$ cat config.mk
export PLATFORM = sky130hd
export DESIGN_NAME = fetch_sequencer_flat
export DESIGN_NICKNAME = d
export VERILOG_FILES = /design/src/rtl/cpu_pkg.sv /design/src/rtl/fetch_sequencer_if.sv /design/src/rtl/fetch_sequencer.sv /design/src/flat_wrapper.sv
export SDC_FILE = /design/constraint.sdc
export NUM_CORES = 1
export LEC_CHECK = 0
export BUFFER_PORTS_ARGS = -buffer_cell sky130_fd_sc_hd__buf_2
export CAP_MARGIN = 20
export CORE_MARGIN = 2
export CORE_UTILIZATION = 42
export DETAILED_ROUTE_END_ITERATION = 16
export GPL_TIMING_DRIVEN = 0
export PLACE_DENSITY_LB_ADDON = 0.25
export SLEW_MARGIN = 20
export SYNTH_ARGS = -nofsm -noshare
export SYNTH_HDL_FRONTEND = slang
export SYNTH_SLANG_ARGS = --single-unit
$ cat constraint.sdc
create_clock -name clk -period 2 [get_ports clk]
set_clock_uncertainty 0.05 [all_clocks]
set_input_delay 0.4 -clock clk [delete_from_list [all_inputs] [get_ports clk]]
set_output_delay 0.4 -clock clk [all_outputs]
set_load 0.05 [all_outputs]
$ cat src/rtl/cpu_pkg.sv
`default_nettype none
// ============================================================================
//  Module      : cpu_pkg
//  Description : Shared widths, sequencer state encoding and bus helpers.
//  Revision    : 1.0 - initial release
// ============================================================================
package cpu_pkg;

    localparam int ADDR_W  = 6;
    localparam int DATA_W  = 16;
    localparam int ZEXT_W  = DATA_W - ADDR_W;
    localparam int STATE_W = 2;

    typedef enum logic [STATE_W-1:0] {
        ST_FETCH  = 2'd0,
        ST_HOLD   = 2'd1,
        ST_JUMP   = 2'd2,
        ST_HALTED = 2'd3
    } seq_state_e;

    // Widen a PC-sized address to bus width with zero fill.
    function automatic logic [DATA_W-1:0] zext_addr(input logic [ADDR_W-1:0] addr);
        return {{ZEXT_W{1'b0}}, addr};
    endfunction

endpackage
`default_nettype wire

$ cat src/rtl/fetch_sequencer_if.sv
`default_nettype none
// ============================================================================
//  Module      : fetch_sequencer_if
//  Description : PC, instruction-memory, decode and bus signals of the sequencer.
//  Revision    : 1.0 - initial release
// ============================================================================
interface fetch_sequencer_if #(
    parameter int ADDR_W = cpu_pkg::ADDR_W,
    parameter int DATA_W = cpu_pkg::DATA_W
);
    logic [ADDR_W-1:0] pc_in;
    logic [ADDR_W-1:0] mem_addr;
    logic              mem_rd;
    logic              mem_ready;
    logic [DATA_W-1:0] mem_data;
    logic [DATA_W-1:0] ir_out;
    logic              ir_valid;
    logic              dec_ready;
    logic              jump_req;
    logic [ADDR_W-1:0] jump_target;
    logic              halt_req;
    logic              pcinc;
    logic              pcload;
    logic [DATA_W-1:0] bus_out;
    logic              bus_en;
    logic              halted;

    // Sequencer side.
    modport master (
        input  pc_in, mem_ready, mem_data, dec_ready, jump_req, jump_target, halt_req,
        output mem_addr, mem_rd, ir_out, ir_valid, pcinc, pcload, bus_out, bus_en, halted
    );

    // PC / memory / decode side.
    modport slave (
        output pc_in, mem_ready, mem_data, dec_ready, jump_req, jump_target, halt_req,
        input  mem_addr, mem_rd, ir_out, ir_valid, pcinc, pcload, bus_out, bus_en, halted
    );
endinterface
`default_nettype wire

$ cat src/rtl/fetch_sequencer.sv
`default_nettype none
// ============================================================================
//  Module      : fetch_sequencer
//  Description : Fetches from instruction memory at the PC, holds the word for
//                decode and drives PC increment / jump-load strobes.
//  Revision    : 1.0 - initial release
// ============================================================================
module fetch_sequencer
    import cpu_pkg::*;
(
    input  wire logic         clk,
    input  wire logic         rst_n,
    fetch_sequencer_if.master bus
);

    seq_state_e        state_q,    state_d;
    logic [DATA_W-1:0] ir_q,       ir_d;
    logic [DATA_W-1:0] bus_out_q,  bus_out_d;
    logic              mem_rd_q,   mem_rd_d;
    logic              ir_valid_q, ir_valid_d;
    logic              pcinc_q,    pcinc_d;
    logic              pcload_q,   pcload_d;
    logic              halted_q,   halted_d;

    logic capture;
    logic accept;

    // mem_rd_q gates capture so a ready seen in the first cycle after reset,
    // before any request went out, is not taken.
    assign capture = (state_q == ST_FETCH) && mem_rd_q && bus.mem_ready;
    assign accept  = (state_q == ST_HOLD) && bus.dec_ready;

    always_ff @(posedge clk or negedge rst_n) begin
        if (!rst_n) begin
            state_q    <= ST_FETCH;
            ir_q       <= '0;
            bus_out_q  <= '0;
            mem_rd_q   <= 1'b0;
            ir_valid_q <= 1'b0;
            pcinc_q    <= 1'b0;
            pcload_q   <= 1'b0;
            halted_q   <= 1'b0;
        end else begin
            state_q    <= state_d;
            ir_q       <= ir_d;
            bus_out_q  <= bus_out_d;
            mem_rd_q   <= mem_rd_d;
            ir_valid_q <= ir_valid_d;
            pcinc_q    <= pcinc_d;
            pcload_q   <= pcload_d;
            halted_q   <= halted_d;
        end
    end

    always_comb begin
        state_d = state_q;
        unique case (state_q)
            ST_FETCH:  if (capture) state_d = ST_HOLD;
            ST_HOLD: begin
                if (accept) begin
                    if (bus.halt_req)      state_d = ST_HALTED;
                    else if (bus.jump_req) state_d = ST_JUMP;
                    else                   state_d = ST_FETCH;
                end
            end
            ST_JUMP:   state_d = ST_FETCH;
            ST_HALTED: state_d = ST_HALTED;
            default:   state_d = ST_FETCH;
        endcase
    end

    // Strobes are registered from the upcoming state so they line up with it.
    always_comb begin
        ir_d       = capture ? bus.mem_data : ir_q;
        mem_rd_d   = (state_d == ST_FETCH);
        ir_valid_d = (state_d == ST_HOLD);
        pcinc_d    = capture;
        pcload_d   = (state_d == ST_JUMP);
        bus_out_d  = (state_d == ST_JUMP) ? zext_addr(bus.jump_target) : '0;
        halted_d   = (state_d == ST_HALTED);
    end

    assign bus.mem_addr = (state_q == ST_FETCH) ? bus.pc_in : '0;
    assign bus.mem_rd   = mem_rd_q;
    assign bus.ir_out   = ir_q;
    assign bus.ir_valid = ir_valid_q;
    assign bus.pcinc    = pcinc_q;
    assign bus.pcload   = pcload_q;
    assign bus.bus_out  = bus_out_q;
    assign bus.bus_en   = pcload_q;
    assign bus.halted   = halted_q;

endmodule
`default_nettype wire

$ cat src/flat_wrapper.sv
// flat-port wrapper written by rule: the top's interface ports become plain ports
module fetch_sequencer_flat import cpu_pkg::*;
  (clk, rst_n, bus_pc_in, bus_mem_ready, bus_mem_data, bus_dec_ready, bus_jump_req, bus_jump_target, bus_halt_req, bus_mem_addr, bus_mem_rd, bus_ir_out, bus_ir_valid, bus_pcinc, bus_pcload, bus_bus_out, bus_bus_en, bus_halted);
  fetch_sequencer_if bus_i ();
  input  wire logic clk;
  input  wire logic rst_n;
  input wire logic [$bits(bus_i.pc_in)-1:0] bus_pc_in;
  input wire logic [$bits(bus_i.mem_ready)-1:0] bus_mem_ready;
  input wire logic [$bits(bus_i.mem_data)-1:0] bus_mem_data;
  input wire logic [$bits(bus_i.dec_ready)-1:0] bus_dec_ready;
  input wire logic [$bits(bus_i.jump_req)-1:0] bus_jump_req;
  input wire logic [$bits(bus_i.jump_target)-1:0] bus_jump_target;
  input wire logic [$bits(bus_i.halt_req)-1:0] bus_halt_req;
  output wire logic [$bits(bus_i.mem_addr)-1:0] bus_mem_addr;
  output wire logic [$bits(bus_i.mem_rd)-1:0] bus_mem_rd;
  output wire logic [$bits(bus_i.ir_out)-1:0] bus_ir_out;
  output wire logic [$bits(bus_i.ir_valid)-1:0] bus_ir_valid;
  output wire logic [$bits(bus_i.pcinc)-1:0] bus_pcinc;
  output wire logic [$bits(bus_i.pcload)-1:0] bus_pcload;
  output wire logic [$bits(bus_i.bus_out)-1:0] bus_bus_out;
  output wire logic [$bits(bus_i.bus_en)-1:0] bus_bus_en;
  output wire logic [$bits(bus_i.halted)-1:0] bus_halted;
  assign bus_i.pc_in = bus_pc_in;
  assign bus_i.mem_ready = bus_mem_ready;
  assign bus_i.mem_data = bus_mem_data;
  assign bus_i.dec_ready = bus_dec_ready;
  assign bus_i.jump_req = bus_jump_req;
  assign bus_i.jump_target = bus_jump_target;
  assign bus_i.halt_req = bus_halt_req;
  assign bus_mem_addr = bus_i.mem_addr;
  assign bus_mem_rd = bus_i.mem_rd;
  assign bus_ir_out = bus_i.ir_out;
  assign bus_ir_valid = bus_i.ir_valid;
  assign bus_pcinc = bus_i.pcinc;
  assign bus_pcload = bus_i.pcload;
  assign bus_bus_out = bus_i.bus_out;
  assign bus_bus_en = bus_i.bus_en;
  assign bus_halted = bus_i.halted;
  fetch_sequencer u_core (.clk(clk), .rst_n(rst_n), .bus(bus_i));
endmodule
==> flow_summary_export.csv, run 1 <==
group,metric,value,unit
global_route,first_global_vias,898,
placed_design,dp_hpwl,1910,µm
critical_path,worstPathMaxFanout,9,
global_route,grt_max_degree,30,
critical_path,critPathKind,"reg2out",
pwr,power_switching,1530,µW
placed_design,io_buffers,67,
clocking,cts_buffers,5,
clocking,max-clock-path-buffers,2,
finish,nNetsFinal,211,
critical_path,path_cells,"buf_6, nor2_2, and2_1, buf_2",
placed_design,place_inst,201,
drt,vias,930,
floorplan,die_area,0.00343,mm²
pwr,p_int,1560,µW
global_route,antenna_found_initial,0,
clocking,cts_max_level,2,
finish,final_cells,209,
yosys,synthCells,94,
drt,drt.antenna.violating_nets,0,
clocking,cts.sinks,29,
floorplan,num_rows,19,
finish,drive_gt1_share,60.7,%
timing,finalCritPeriodShare,93.4,%
critical_path,worstPathArrival,1.42,ns
critical_path,critPathSlowestCell,"dfrtp_1",
floorplan,die-height,58.5,µm
critical_path,end_kind,"output port",
timing,setup_viol,0,
drt,drt_iter0_markers,2,
timing,final_hold_viol_count,0,
critical_path,crit_required,1.55,ns
timing,rsz0062_at_grt,"false",
floorplan,coreArea,0.00278,mm²
yosys,ys_ff_latch,29,
pwr,swShare,49.6,%
pwr,power_frac_seq,29.9,%
finish,syn_to_final_growth,39.1,%
run,drv_cap,0,
pwr,p_clk_share,12.7,%
pwr,power.density,1780,mW/mm²
hold_path,hold_class,"in2async",
clocking,clockRootBuffer,"clkbuf_4",
timing,fmax,535,MHz
yosys,synth_cell_types,22,
clocking,cts_tree,"built",
timing,fin_crit,1.87,ns
global_route,grt_overflow,0,
finish,fillers,243,
yosys,yosysWarnings,0,
critical_path,cpPeakStageDelay,0.38,ns
placed_design,gp_congestion,0.689,
finish,fin_area,0.00174,mm²
timing,slew_headroom,59.5,%
drt,drc,0,
finish,antenna_cells,0,
pwr,peakVddDrop,1160,µV
global_route,grt_usage,14.7,%
placed_design,placed_area,0.00166,mm²
clocking,cts.clk_slew.worst_paths,0.09,ns
outcome,outcome,"finished, final reports clean",
drt,drt-total-wl,2410,µm
floorplan,io_pins,78,
drt,via_per_inst,4.45,
timing,tightestPinTransition,0.607,ns
pwr,power.leakage,0.000974,µW
drt,post_drt_wl_per_cell,11.5,µm
yosys,avgSynthCellArea,13.3,µm²
pwr,combPwrFrac,57.5,%
yosys,yosysSeqAreaShare,58.1,%
global_route,grt_first_pass_wirelength,3710,µm
timing,tns,0,ns
floorplan,fp.dieW,58.5,µm
floorplan,start_util,44.9,%
yosys,synth.cell_area,0.00125,mm²
timing,maxSlewViolCount,0,
clocking,worstSkewPairLatency,0.32,ns
critical_path,worst_setup_path_start_kind,"flip-flop",
drt,dr.pass1.iters,2,
clocking,post-cts-setup-buffers,0,
## worst max-delay path, delay by kind of cell (launching register included)
family	cells	cell delay [ns]
DFF	1	0.38
buffers and inverters	2	0.39
and+or+nand+nor	2	0.33
## final cells by class
cell class                      count  area, µm²  area share [%]
Tap cell                           31       38.8            2.23
Buffer                             15        125            7.20
Clock buffer                        7       65.1            3.75
Multi-Input combinational cell     53        412            23.7
Inverter                            6       22.5            1.30
Sequential cell                    29        726            41.8
Clock inverter                      1       5.00           0.288
Timing Repair Buffer               67        343            19.7
## synthesized netlist by cell type
| cell type | instances | area (µm²) |
|---|---|---|
| dfrtp_1 | 29 | 726 |
| buf_4 | 12 | 90.1 |
| mux2_2 | 9 | 101 |
| mux2_4 | 7 | 105 |
| and2_1 | 6 | 37.5 |
| inv_1 | 6 | 22.5 |
| nor3_1 | 6 | 30.0 |
| a21oi_1 | 3 | 15.0 |
| nor2_1 | 2 | 7.51 |
| o21a_1 | 2 | 15.0 |
| a21o_1 | 1 | 7.51 |
| buf_12 | 1 | 20.0 |
| buf_6 | 1 | 11.3 |
| clkbuf_1 | 1 | 3.75 |
| conb_1 | 1 | 3.75 |
| nand2_1 | 1 | 3.75 |
| nand2b_1 | 1 | 6.26 |
| nand3b_1 | 1 | 7.51 |
| nor2b_1 | 1 | 6.26 |
| nor4bb_1 | 1 | 10.0 |
| or3b_2 | 1 | 8.76 |
| or4b_2 | 1 | 10.0 |
## cell families after synthesis
family	synth area share, %
flip-flops	58.1
AND/OR/NAND/NOR	10.2
buffers and inverters	11.8
multiplexers	16.5
AO/OA/AOI/OAI	3.01
other	0.300
## layout by cell type, fill, tap and decap left out, drive strengths merged
cell,netlist,routed
or4b,1,1
conb,1,10
nor3,6,6
or3b,1,1
nor2b,1,1
nand2,1,1
clkinv,0,1
a21oi,3,3
nand2b,1,1
and2,6,6
nor4bb,1,1
inv,6,6
nand3b,1,1
buf,14,78
dfrtp,29,29
mux2,16,16
a21o,1,1
clkbuf,1,11
nor2,2,2
o21a,2,2
## path summary, 6_finish.rpt
kind	from	end	slack (ns)	cells past startpoint
max	u_core.state_q[0]	bus_mem_addr[5]	0.13	4
min	rst_n	u_core.bus.ir_out[0]	0.03	1
max reg2reg	u_core.state_q[0]	u_core.bus.ir_out[0]	0.33	5
min reg2reg	u_core.bus.ir_out[11]	u_core.bus.ir_out[11]	0.46	1
max in group asynchronous	rst_n	u_core.bus.ir_out[9]	1.46	1
min in group clk	bus_jump_target[0]	u_core.bus.bus_out[0]	0.24	3
## registers in the layout, indices dropped and copies added, names as in the netlist
register and cells:
u_core.bus.ir_valid 1, u_core.bus.halted 1, u_core.state_q 2, u_core.bus.bus_en 1, u_core.bus.bus_out 6, u_core.bus.pcinc 1
u_core.bus.ir_out 16, u_core.bus.mem_rd 1
## power groups by stage
| stage | combinational [µW] | clock, µW | sequential (µW) |
|---|---|---|---|
| global placement | 1750 | 0 | 917 |
| detailed placement | 1770 | 0 | 934 |
| CTS | 1770 | 412 | 923 |
| finish | 1770 | 391 | 922 |
| global route | 1860 | 425 | 951 |
| floorplan | 668 | 0 | 1660 |
## per-layer routing
metal / track usage, % / wire [µm]
met1: 16.5 / 933
met2: 24.2 / 1160
met3: 7.25 / 248
met4: 4.98 / 62
met5: 0 / 0
## repair_timing
item                                    in CTS  in global routing
endpoints found under the setup margin       0                  5
hold buffers                                 0                  0
gates resized for setup                      0                  4
## through the flow
stage / hold slack, ns / setup WS, ns / util (%) / total power (µW)
finish: 0.0318 / 0.132 / 62.4 / 3090
CTS: 0.0448 / 0.0384 / 62.1 / 3110
global route: 0.0749 / 0.0634 / 62.4 / 3230
detailed placement: 0.403 / 0.332 / 59.6 / 2710
floorplan: 0.0544 / 0.247 / - / 2330
global placement: 0.395 / 0.389 / 59.6 / 2670
Note: power is estimated with default switching activity, not from simulation.
==> run 2: changes to the inputs <==
==> constraint.sdc (replaced) <==
create_clock -name clk -period 2 [get_ports clk]
set_clock_uncertainty 0.05 [all_clocks]
set_input_delay 0.4 -clock clk [delete_from_list [all_inputs] [get_ports clk]]
set_output_delay 0.4 -clock clk [all_outputs]
set_load 0.1 [all_outputs]
==> run 2 against run 1 <==
  * Wire length down 1.8%
  * Count of clock-buffer cells in the layout unchanged
  * Register-to-register slack better by 0.02 ns
  * Maximum frequency down 1.1%
  * Highest routed layer unchanged
==> flow_summary_export.csv, run 2 (same netlist as run 1, synthesis figures left out) <==
group,metric,value,unit
outcome,outcome,"finished, final reports clean",
timing,setup_viol,0,
critical_path,critPathKind,"reg2out",
global_route,antenna_found_initial,0,
finish,antenna_cells,0,
placed_design,dp_hpwl,1840,µm
finish,syn_to_final_growth,38.6,%
critical_path,end_kind,"output port",
drt,post_drt_wl_per_cell,11.4,µm
clocking,holdBufCountCts,0,
critical_path,crit_required,1.55,ns
floorplan,num_rows,19,
timing,hold-worst-slack,0.0386,ns
global_route,grt_max_degree,30,
timing,tightestPinTransition,0.622,ns
run,drv_cap,0,
finish,final_common_cell,"buf_2",
placed_design,io_buffers,67,
placed_design,placed_area,0.00166,mm²
global_route,grt_usage,14.5,%
critical_path,ff2ff_path_depth,5,
drt,dr.pass1.iters,2,
drt,drc,0,
finish,largest_reg_flops,16,
floorplan,fp.dieW,58.5,µm
floorplan,die_area,0.00343,mm²
floorplan,die-height,58.5,µm
finish,fin_area,0.00173,mm²
floorplan,coreArea,0.00278,mm²
clocking,cts.sinks,29,
critical_path,worstPathMaxFanout,9,
critical_path,worstPathArrival,1.44,ns
finish,nNetsFinal,211,
timing,maxSlewViolCount,0,
clocking,worstSkewPairLatency,0.31,ns
timing,fmax,530,MHz
drt,via_per_inst,4.47,
clocking,cts_buffers,5,
timing,fin_crit,1.89,ns
clocking,cts_tree,"built",
clocking,cts_max_level,2,
global_route,grt_first_pass_wirelength,3620,µm
finish,drive_gt1_share,60.5,%
placed_design,place_inst,201,
clocking,clockRootBuffer,"clkbuf_4",
clocking,cts.clk_slew.worst_paths,0.09,ns
drt,drt-total-wl,2360,µm
global_route,grt_overflow,0,
timing,tns,0,ns
timing,final_hold_viol_count,0,
drt,drt.antenna.violating_nets,0,
floorplan,io_pins,78,
placed_design,gp_congestion,0.649,
critical_path,worst_setup_path_start_kind,"flip-flop",
timing,rsz0062_at_grt,"false",
clocking,max-clock-path-buffers,2,
finish,final_cell_mix,"buf_2, dfrtp_1, buf_4, conb_1, mux2_2",
timing,finalCritPeriodShare,94.4,%
timing,slew_headroom,58.5,%
finish,final_cells,208,
floorplan,start_util,44.9,%
global_route,first_global_vias,857,
drt,vias,929,
drt,drt_iter0_markers,5,
hold_path,hold_class,"in2async",
[run 2: changes by cell type in the layout (fill, tap and decap cells not counted), sizes merged]
| cell | change |
|---|---|
| clkinv | -1 |
| clkbuf | -3 |
| buf | +3 |
[run 2: final timing paths]
check	slack (ns)	from	end
min in group clk	0.24	bus_jump_target[1]	u_core.bus.bus_out[1]
setup / recovery	0.11	u_core.state_q[0]	bus_mem_addr[5]
max in group asynchronous	1.42	rst_n	u_core.bus.mem_rd
hold / removal	0.04	rst_n	u_core.bus.ir_out[15]
hold reg to reg	0.45	u_core.bus.ir_out[11]	u_core.bus.ir_out[11]
setup reg to reg	0.35	u_core.state_q[0]	u_core.bus.ir_out[2]
[run 2: repair_timing]
item	CTS	global route
gates resized for setup	6	1
endpoints found under the setup margin	6	6
setup buffers	0	0
[run 2: routing by layer]
metal / vias up / part of all wire (%) / GRT usage (%)
met4: 0 / 0.64 / 4.98
met1: 432 / 39 / 16.8
met2: 43 / 51 / 23.9
met3: 2 / 9.5 / 6.59
li1: 452 / - / -
met5: - / 0 / 0
[run 2: worst max-delay path: stages (launching register included)]
cell,delay [ns]
dfrtp_1,0.38
buf_6,0.13
nor2_2,0.17
and2_1,0.15
buf_4,0.28
[run 2: layout make-up]
type | count | area (µm²)
inverter | 6 | 22.5
fill | 242 | 1050
multi-input combinational | 53 | 412
sequential | 29 | 727
tap | 31 | 38.8
buffer | 15 | 125
clock buffer | 7 | 55.1
timing repair buffer | 67 | 350
[run 2: through the flow]
step / setup slack, ns / util, %
2_1_floorplan: 0.112 / -
3_3_place_gp: 0.311 / 59.6
3_5_place_dp: 0.256 / 59.6
4_1_cts: 0.0276 / 62.1
5_1_grt: 0.00599 / 62.2
6_report: 0.112 / 62.2
Power of run 2 is not shown: default switching activity piles up to over one toggle a cycle in this logic, so the estimate is an artifact.
==> run 3: changes to the inputs <==
CORE_ASPECT_RATIO = 0.6   (was unset)
SETUP_SLACK_MARGIN = 0.3   (was unset)
==> run 3 against run 2 <==
  * Maximum frequency is 10% higher
  * Global-route usage up 0.16 points
  * Die area grew 0.42%
  * Sequential cell count is the same
  * First-iteration DRC count grew to 3.8 times the previous value
  * Core utilization up 4.9 points
  * Register-to-register slack better by 0.03 ns
  * Critical path depth unchanged
  * Non-clock buffer count grew 3
  * Wire length grew 8.5%
  * Cell count rose by 7.2%
  * Highest routed layer unchanged
==> flow_summary_export.csv, run 3 (same netlist as run 1, synthesis figures left out) <==
group,metric,value,unit
placed_design,placed_area,0.00168,mm²
timing,setup_viol,0,
timing,maxSlewViolCount,0,
drt,post_drt_wl_per_cell,11.5,µm
floorplan,die_area,0.00344,mm²
global_route,grt_usage,14.7,%
placed_design,dp_hpwl,1870,µm
run,drv_cap,0,
finish,largest_reg_flops,16,
critical_path,worstPathMaxFanout,6,
clocking,cts.clk_slew.worst_paths,0.06,ns
timing,final_hold_viol_count,0,
clocking,cts.sinks,29,
critical_path,crit_required,1.55,ns
global_route,first_global_vias,852,
drt,drc,0,
timing,fin_crit,1.72,ns
drt,vias,934,
timing,slew_headroom,58.2,%
floorplan,num_rows,15,
drt,drt_iter0_markers,19,
placed_design,io_buffers,67,
global_route,antenna_found_initial,0,
timing,tightestPinTransition,0.626,ns
finish,final_util,67.1,%
floorplan,die-height,46.2,µm
clocking,holdBufCountCts,0,
global_route,grt_max_degree,30,
finish,fillers,230,
clocking,max-clock-path-buffers,2,
placed_design,gp_congestion,0.616,
clocking,clockRootBuffer,"clkbuf_8",
global_route,grt_first_pass_wirelength,3570,µm
critical_path,end_kind,"output port",
drt,drt.antenna.violating_nets,0,
global_route,grt_overflow,0,
floorplan,start_util,43.8,%
finish,antenna_cells,0,
finish,drive_gt1_share,65.2,%
finish,final_common_cell,"buf_2",
outcome,outcome,"finished, final reports clean",
finish,syn_to_final_growth,53.3,%
drt,via_per_inst,4.19,
floorplan,fp.dieW,74.4,µm
critical_path,worstPathArrival,1.27,ns
critical_path,worst_setup_path_start_kind,"flip-flop",
drt,dr.pass1.iters,4,
critical_path,critPathKind,"reg2out",
clocking,cts_max_level,2,
timing,rsz0062_at_grt,"true",
drt,drt-total-wl,2560,µm
timing,fmax,582,MHz
clocking,cts_buffers,5,
floorplan,coreArea,0.00285,mm²
timing,finalCritPeriodShare,85.9,%
clocking,worstSkewPairLatency,0.26,ns
finish,nNetsFinal,214,
finish,final_cell_mix,"buf_2, dfrtp_1, buf_4, conb_1, mux2_2",
hold_path,hold_class,"in2async",
finish,fin_area,0.00191,mm²
floorplan,io_pins,78,
timing,tns,0,ns
critical_path,r2r_setup_slack,0.38,ns
clocking,cts_tree,"built",
[run 3: final cells by class]
cell class / instances / area (µm²) / share of cell area [%]
well taps: 42 / 52.6 / 2.75
inverters: 6 / 22.5 / 1.18
multi-input cells: 53 / 432 / 22.5
repair buffers: 70 / 460 / 24.1
plain buffers: 15 / 125 / 6.54
flip-flops and latches: 29 / 732 / 38.2
clock buffers: 8 / 90.1 / 4.71
[run 3: layer usage]
layer	global-route usage, %	vias to the layer above	wire length [µm]
li1	-	459	-
met1	17.4	424	1100
met2	25.1	49	1210
met3	5.91	2	240
met4	4.29	0	7
met5	0	-	0
[run 3: repair_timing]
action                     CTS  global route
resized for setup           26             7
cloned                       0             0
pin swaps                    0             7
setup endpoints to repair   11             7
buffers inserted             2             1
[run 3: worst max-delay path: stages (launching register included)]
cell     delay, ns
dfrtp_1       0.37
buf_6         0.13
nor2_4        0.15
and2_4        0.19
buf_12        0.17
[run 3: final timing paths]
check | to | from | cells after the start
setup / recovery | bus_mem_addr[2] | u_core.state_q[0] | 4
hold / removal | u_core.bus.ir_valid | rst_n | 1
setup reg to reg | u_core.bus.ir_out[10] | u_core.state_q[0] | 5
hold reg to reg | u_core.bus.ir_out[15] | u_core.bus.ir_out[15] | 1
max in group asynchronous | u_core.bus.mem_rd | rst_n | 1
min in group clk | u_core.bus.bus_out[0] | bus_jump_target[0] | 3
[run 3: through the flow]
stage | std cells | hold slack [ns] | setup slack, ns
detailed placement | 212 | 0.411 | 0.253
CTS | 222 | 0.117 | 0.292
floorplan | 103 | 0.0544 | 0.350
finish | 223 | 0.0971 | 0.283
global route | 223 | 0.147 | 0.243
global placement | 212 | 0.393 | 0.280
Power of run 3 is left out for the same reason.
